`src/rtl/dest_reg_pipe_pkg.sv`:
```
// Shared encodings and helpers for the destination-register tracking pipeline.
// Holds the reg_dst field encoding, the zero-register constant and a valid counter.
package dest_reg_pipe_pkg;

  typedef enum logic [1:0] {
    RD_RT     = 2'b00,
    RD_RD     = 2'b01,
    RD_LINK   = 2'b10,
    RD_RT_ALT = 2'b11
  } reg_dst_e;

  localparam int ZERO_REG   = 0;
  localparam int INFLIGHT_W = 4;
  localparam int MAX_DEPTH  = 8;

  // Population count of a stage-valid vector, zero-extended to the maximum depth.
  function automatic logic [INFLIGHT_W-1:0] count_valid(input logic [MAX_DEPTH-1:0] v);
    logic [INFLIGHT_W-1:0] n;
    n = '0;
    for (int k = 0; k < MAX_DEPTH; k++) begin
      n = n + INFLIGHT_W'(v[k]);
    end
    return n;
  endfunction

endpackage

```
`src/rtl/dest_reg_pipe_dest_mux.sv`:
```
// Destination selector: picks rt, rd or the link register from the reg_dst field.
// Purely combinational so the decode stage sees the destination with no latency.
module dest_mux
  import dest_reg_pipe_pkg::*;
#(
  parameter int REG_W    = 5,
  parameter int LINK_REG = 31
) (
  input  logic [1:0]       reg_dst,
  input  logic [REG_W-1:0] rt_addr,
  input  logic [REG_W-1:0] rd_addr,
  output logic [REG_W-1:0] dest
);

  always_comb begin
    dest = rt_addr;
    case (reg_dst_e'(reg_dst))
      RD_RD:   dest = rd_addr;
      RD_LINK: dest = REG_W'(LINK_REG);
      default: dest = rt_addr;
    endcase
  end

endmodule

```
`src/rtl/dest_reg_pipe.sv`:
```
// Tracks destination registers of in-flight instructions from decode to writeback,
// producing the writeback strobe, source-hazard flags and an occupancy count.
module dest_reg_pipe
  import dest_reg_pipe_pkg::*;
#(
  parameter int REG_W    = 5,
  parameter int DEPTH    = 3,
  parameter int LINK_REG = 31
) (
  input  logic             clk,
  input  logic             reset,
  input  logic             in_valid,
  input  logic             reg_write,
  input  logic [1:0]       reg_dst,
  input  logic [REG_W-1:0] rt_addr,
  input  logic [REG_W-1:0] rd_addr,
  input  logic [REG_W-1:0] src_a,
  input  logic [REG_W-1:0] src_b,
  input  logic             stall,
  input  logic             flush,
  output logic [REG_W-1:0] dest_out,
  output logic             wb_valid,
  output logic [REG_W-1:0] wb_dest,
  output logic             hazard_a,
  output logic             hazard_b,
  output logic [3:0]       inflight
);

  logic [REG_W-1:0] dest_sel;
  logic             accept;

  logic [DEPTH-1:0] valid_q, valid_d;
  logic [REG_W-1:0] dest_q [DEPTH];
  logic [REG_W-1:0] dest_d [DEPTH];
  logic [3:0]       inflight_q, inflight_d;

  logic             hazard_a_c, hazard_b_c;

  dest_mux #(
    .REG_W    (REG_W),
    .LINK_REG (LINK_REG)
  ) u_dest_mux (
    .reg_dst (reg_dst),
    .rt_addr (rt_addr),
    .rd_addr (rd_addr),
    .dest    (dest_sel)
  );

  assign dest_out = dest_sel;

  // Writes to the zero register are architecturally discarded, so never track them.
  assign accept = in_valid & reg_write & (dest_sel != REG_W'(ZERO_REG));

  // Next-state for the stage shift register; flush wins over stall and new input.
  always_comb begin
    valid_d = valid_q;
    for (int k = 0; k < DEPTH; k++) begin
      dest_d[k] = dest_q[k];
    end
    if (flush) begin
      valid_d = '0;
    end else if (!stall) begin
      valid_d[0] = accept;
      dest_d[0]  = dest_sel;
      for (int k = 1; k < DEPTH; k++) begin
        valid_d[k] = valid_q[k-1];
        dest_d[k]  = dest_q[k-1];
      end
    end
    inflight_d = count_valid(MAX_DEPTH'(valid_d));
  end

  // Stage registers: reset clears both valids and destinations.
  always_ff @(posedge clk) begin
    if (reset) begin
      valid_q    <= '0;
      inflight_q <= '0;
      for (int k = 0; k < DEPTH; k++) begin
        dest_q[k] <= '0;
      end
    end else begin
      valid_q    <= valid_d;
      inflight_q <= inflight_d;
      for (int k = 0; k < DEPTH; k++) begin
        dest_q[k] <= dest_d[k];
      end
    end
  end

  // Hazards look only at current stage contents, never at the entry being loaded.
  always_comb begin
    hazard_a_c = 1'b0;
    hazard_b_c = 1'b0;
    for (int k = 0; k < DEPTH; k++) begin
      if (valid_q[k] && (dest_q[k] == src_a)) hazard_a_c = 1'b1;
      if (valid_q[k] && (dest_q[k] == src_b)) hazard_b_c = 1'b1;
    end
    if (src_a == REG_W'(ZERO_REG)) hazard_a_c = 1'b0;
    if (src_b == REG_W'(ZERO_REG)) hazard_b_c = 1'b0;
  end

  assign hazard_a = hazard_a_c;
  assign hazard_b = hazard_b_c;

  // A held oldest entry is masked while stalled so it strobes exactly once.
  assign wb_valid = valid_q[DEPTH-1] & ~stall & ~reset;
  assign wb_dest  = dest_q[DEPTH-1];
  assign inflight = inflight_q;

endmodule

```
`config.mk`:
```
export PLATFORM = sky130hd
export DESIGN_NAME = dest_reg_pipe
export DESIGN_NICKNAME = d
export VERILOG_FILES = /design/src/rtl/dest_reg_pipe_pkg.sv /design/src/rtl/dest_reg_pipe_dest_mux.sv /design/src/rtl/dest_reg_pipe.sv
export SDC_FILE = /design/constraint.sdc
export NUM_CORES = 1
export LEC_CHECK = 0
export CAP_MARGIN = 0
export CORE_MARGIN = 3
export CORE_UTILIZATION = 35
export DETAILED_ROUTE_END_ITERATION = 16
export SYNTH_ARGS = -nofsm -noshare
export SYNTH_HDL_FRONTEND = slang
export SYNTH_HIERARCHICAL = 1
export SYNTH_SLANG_ARGS = --single-unit
```
`constraint.sdc`:
```
create_clock -name clk -period 7.3 [get_ports clk]
set_clock_uncertainty 0.2 [all_clocks]
set_input_delay 1.095 -clock clk [delete_from_list [all_inputs] [get_ports clk]]
set_output_delay 1.095 -clock clk [all_outputs]
set_load 0.05 [all_outputs]
```
==> run_summary.xml <==
<?xml version="1.0" encoding="UTF-8"?>
<metrics>
  <group name="routing">
    <metric name="drt-pass1-iter-count" unit="">4</metric>
    <metric name="drt_wl_total" unit="um">3190</metric>
    <metric name="dr.first_iter.drc_count" unit="">37</metric>
    <metric name="detail-route-antenna-nets" unit="">0</metric>
    <metric name="vias" unit="">1166</metric>
    <metric name="via_per_inst" unit="">4.80</metric>
    <metric name="route.detailed.drc" unit="">0</metric>
    <metric name="wl_per_cell" unit="um">13.1</metric>
  </group>
  <group name="worst_setup_path">
    <metric name="timing.critical_path.from_type" unit="">primary input</metric>
    <metric name="rr_worst_depth" unit="">4</metric>
    <metric name="cp_top_family" unit="">buffers and inverters</metric>
    <metric name="arrival" unit="ns">3.21</metric>
    <metric name="crit_slowest_cell" unit="">sky130_fd_sc_hd__clkdlybuf4s50_1</metric>
    <metric name="worst-path-buf-inv" unit="">2</metric>
    <metric name="cp_num_cells" unit="">6</metric>
    <metric name="critPathMostFrequentCell" unit="">sky130_fd_sc_hd__clkdlybuf4s50_1</metric>
    <metric name="endpoint_kind" unit="">output port</metric>
    <metric name="timing.critical_path.required" unit="ns">6.00</metric>
    <metric name="max_stage_delay" unit="ns">0.82</metric>
    <metric name="criticalPathCategory" unit="">primary input to output port</metric>
    <metric name="critPathMaxFanout" unit="">4</metric>
    <metric name="crit_chain" unit="">clkdlybuf4s50_1 -&gt; xor2_1 -&gt; nor4_1 -&gt; a32oi_1 -&gt; a21oi_1 -&gt; clkdlybuf4s50_1</metric>
  </group>
  <group name="power">
    <metric name="p_leak" unit="nW">0.670</metric>
    <metric name="power.share.clock" unit="%">26.7</metric>
    <metric name="vdd_drop_max" unit="uV">69.7</metric>
    <metric name="switching_share" unit="%">30.1</metric>
    <metric name="net-switching-power" unit="uW">77.5</metric>
    <metric name="pwr-share-comb" unit="%">28.5</metric>
    <metric name="p_int" unit="uW">180</metric>
    <metric name="pwr_density_cell" unit="nW/um^2">149</metric>
    <metric name="seq_power_share" unit="%">44.9</metric>
  </group>
  <group name="place">
    <metric name="dp_hpwl" unit="um">2520</metric>
    <metric name="portBuffers" unit="">42</metric>
    <metric name="rd_place_congestion" unit="">0.980</metric>
  </group>
  <group name="floorplan">
    <metric name="die-area" unit="um^2">4460</metric>
    <metric name="placeableCoreArea" unit="um^2">3440</metric>
    <metric name="top_level_ports" unit="">45</metric>
    <metric name="vertical_extent_of_the_die" unit="um">66.8</metric>
    <metric name="die_width" unit="um">66.8</metric>
    <metric name="rows" unit="">21</metric>
    <metric name="initial_utilization" unit="%">37.5</metric>
  </group>
  <group name="hold_path">
    <metric name="holdPathStages" unit="">2</metric>
    <metric name="hold_path.class" unit="">register to register</metric>
  </group>
  <group name="global_routing">
    <metric name="globalRouteMet2Util" unit="%">26.6</metric>
    <metric name="grt.overflow.total" unit="">0</metric>
    <metric name="initial_antenna_violation_count" unit="">0</metric>
    <metric name="grt_max_degree" unit="">22</metric>
    <metric name="number_of_global_route_vias_before_repair" unit="">1181</metric>
    <metric name="first_pass_grt_wire_length" unit="um">5260</metric>
    <metric name="busiest_layer" unit="">met2</metric>
    <metric name="met1_use_gr" unit="%">18.5</metric>
    <metric name="gr-usage-all-layers" unit="%">15.2</metric>
    <metric name="gr-usage-met3" unit="%">3.20</metric>
  </group>
  <group name="cts">
    <metric name="path_clk_slew" unit="ns">0.07</metric>
    <metric name="clock_path_buffers" unit="">2</metric>
    <metric name="clockRootBuffer" unit="">sky130_fd_sc_hd__clkbuf_8</metric>
    <metric name="postCtsSetupBuffers" unit="">0</metric>
    <metric name="cts.repair.resized" unit="">0</metric>
    <metric name="htreeDepth" unit="">1</metric>
    <metric name="cts_tree" unit="">done</metric>
    <metric name="clk-insertion-delay-late" unit="ns">0.25</metric>
    <metric name="cts.hold.buffers_added" unit="">0</metric>
    <metric name="numCtsBuffers" unit="">3</metric>
    <metric name="cts_num_sinks" unit="">20</metric>
  </group>
  <group name="outcome">
    <metric name="run_status" unit="">finished, final reports clean</metric>
  </group>
  <group name="timing">
    <metric name="final_critical_period" unit="ns">4.51</metric>
    <metric name="final_cycle_share" unit="%">61.8</metric>
    <metric name="worst-slew-pin-transition" unit="ns">0.772</metric>
    <metric name="fin_setup_tns" unit="ns">0</metric>
    <metric name="slew_violations" unit="">0</metric>
    <metric name="setup_repair_after_global_routing_missed_its_margin" unit="">false</metric>
    <metric name="timing.slew.headroom" unit="%">48.3</metric>
    <metric name="final_count_of_hold_timing_violations" unit="">0</metric>
    <metric name="setup_viol" unit="">0</metric>
    <metric name="clock.fmax" unit="GHz">0.222</metric>
  </group>
  <group name="final_layout">
    <metric name="antenna_cells_inserted" unit="">0</metric>
    <metric name="number_of_filler_cells_placed_in_the_layout" unit="">346</metric>
    <metric name="area_growth_syn_to_layout" unit="%">33.9</metric>
    <metric name="final_core_utilization" unit="%">50.3</metric>
    <metric name="finish.net_count" unit="">230</metric>
    <metric name="drive_gt1_share" unit="%">3.05</metric>
  </group>
  <group name="flow_run">
    <metric name="drv_cap" unit="">0</metric>
  </group>
  <group name="synth">
    <metric name="synth_seq_cells" unit="">20</metric>
    <metric name="netlist.top_cell.by_area" unit="">sky130_fd_sc_hd__dfxtp_1</metric>
    <metric name="synth_seq_area_share" unit="%">31.0</metric>
    <metric name="syn_avg_cell_area" unit="um^2">7.83</metric>
    <metric name="post_synthesis_cell_area" unit="um^2">1290</metric>
    <metric name="post_synth_inst_count" unit="">165</metric>
    <metric name="synth.top_cells.by_area" unit="">sky130_fd_sc_hd__dfxtp_1, sky130_fd_sc_hd__xor2_1, sky130_fd_sc_hd__nand2_1</metric>
    <metric name="yosysWarnings" unit="">6</metric>
    <metric name="synth_cell_type_count" unit="">27</metric>
    <metric name="netlist.area_leader.share" unit="%">31.0</metric>
  </group>
</metrics>
==> power by group through the flow <==
stage          Sequential (mW)  Combinational (mW)  Clock (mW)
3_5_place_dp             0.118              0.0734           0
2_1_floorplan            0.117              0.0441           0
4_1_cts                  0.116              0.0740      0.0726
6_report                 0.116              0.0733      0.0686
5_1_grt                  0.116              0.0795      0.0765
3_3_place_gp             0.118              0.0725           0
==> worst paths after layout <==
path                                   start  slack (ns)      endpoint
worst max-delay path                src_b[4]        2.79      hazard_b
worst min-delay path            dest_q[0][2]        0.32  dest_q[0][7]
worst max register to register    valid_q[1]        5.73   inflight[0]
worst min register to register  dest_q[0][2]        0.32  dest_q[0][7]
==> registers in the layout, summed over array words and instances (netlist names) <==
name,flops
dest_q,15
inflight,2
valid_q,3
==> cells in the final DEF, fill, tap and decap left out, types with 2 or more instances in the layout <==
cell and n:
sky130_fd_sc_hd__mux2i_1 3, sky130_fd_sc_hd__ha_1 2, sky130_fd_sc_hd__inv_1 2, sky130_fd_sc_hd__xor2_1 24, sky130_fd_sc_hd__clkdlybuf4s50_1 42, sky130_fd_sc_hd__a32oi_1 2, sky130_fd_sc_hd__nor2_2 2, sky130_fd_sc_hd__nand3_1 2
sky130_fd_sc_hd__nor2b_1 7, sky130_fd_sc_hd__dfxtp_1 20, sky130_fd_sc_hd__and2_1 2, sky130_fd_sc_hd__a21oi_1 21, sky130_fd_sc_hd__nor4_1 6, sky130_fd_sc_hd__xnor2_1 6, sky130_fd_sc_hd__clkbuf_8 3, sky130_fd_sc_hd__or4_1 2
sky130_fd_sc_hd__nor3_1 3, sky130_fd_sc_hd__nor2_1 5, sky130_fd_sc_hd__conb_1 2, sky130_fd_sc_hd__nand2_1 35
==> synthesized netlist by cell type <==
cell type                   n
sky130_fd_sc_hd__a21oi_2    1
sky130_fd_sc_hd__inv_1      2
sky130_fd_sc_hd__nor2_2     2
sky130_fd_sc_hd__nor2_1     5
sky130_fd_sc_hd__a32oi_1    2
sky130_fd_sc_hd__fa_1       1
sky130_fd_sc_hd__buf_4      7
sky130_fd_sc_hd__mux2i_1    3
sky130_fd_sc_hd__a21oi_1   21
sky130_fd_sc_hd__dfxtp_1   20
sky130_fd_sc_hd__and2_1     2
sky130_fd_sc_hd__or3_1      1
sky130_fd_sc_hd__nand2_1   35
sky130_fd_sc_hd__nor3b_1    1
sky130_fd_sc_hd__buf_2      5
sky130_fd_sc_hd__xor2_1    24
sky130_fd_sc_hd__ha_1       2
sky130_fd_sc_hd__xnor2_1    6
sky130_fd_sc_hd__conb_1     1
sky130_fd_sc_hd__or4_1      2
sky130_fd_sc_hd__or2_1      1
sky130_fd_sc_hd__nor2b_1    7
sky130_fd_sc_hd__nor4_1     6
sky130_fd_sc_hd__nor3_1     3
sky130_fd_sc_hd__nand3_1    2
sky130_fd_sc_hd__clkbuf_1   2
sky130_fd_sc_hd__o311a_1    1
==> cell type report <==
type / count / area [um^2] / area share (%)
well taps: 46 / 57.6 / 3.33
flip-flops and latches: 20 / 400 / 23.1
inverters: 2 / 7.51 / 0.434
multi-input cells: 130 / 803 / 46.4
clock buffers: 3 / 41.3 / 2.39
repair buffers: 42 / 420 / 24.3
==> kinds of logic after synthesis <==
family	Yosys count	share of synthesized area, %
AND/OR/NAND/NOR	67	24.5
XOR/XNOR	30	20.3
AO/OA/AOI/OAI	25	10.9
flip-flops	20	31.0
buffers and inverters	16	7.16
adder cells (fa/ha/maj)	3	3.48
multiplexers	3	2.32
other	1	0.290
==> stage by stage <==
step / hold slack (ns) / worst slack, ns / power (mW) / cells / cell area, um^2
finish: 0.319 / 2.79 / 0.257 / 243 / 1730
global route: 0.352 / 2.65 / 0.272 / 243 / 1730
CTS: 0.317 / 2.76 / 0.262 / 243 / 1730
detailed placement: 0.306 / 2.78 / 0.191 / 240 / 1690
global placement: 0.298 / 2.81 / 0.190 / 240 / 1690
floorplan: 0.280 / 3.44 / 0.161 / 166 / 1300
==> metal layers <==
metal	part of all wire, %	wire length, um	up-vias
li1	-	-	603
met1	45	1450	523
met2	47	1510	38
met3	6.3	202	2
met4	0.97	31	0
met5	0	0	-
==> tightest hold or removal path, delay by kind of cell, from the launching register on <==
kind	cells	cell delay, ns
compound gates	1	0.05
flops	1	0.35
simple gates	1	0.07
(Power assumes the default switching activity.)
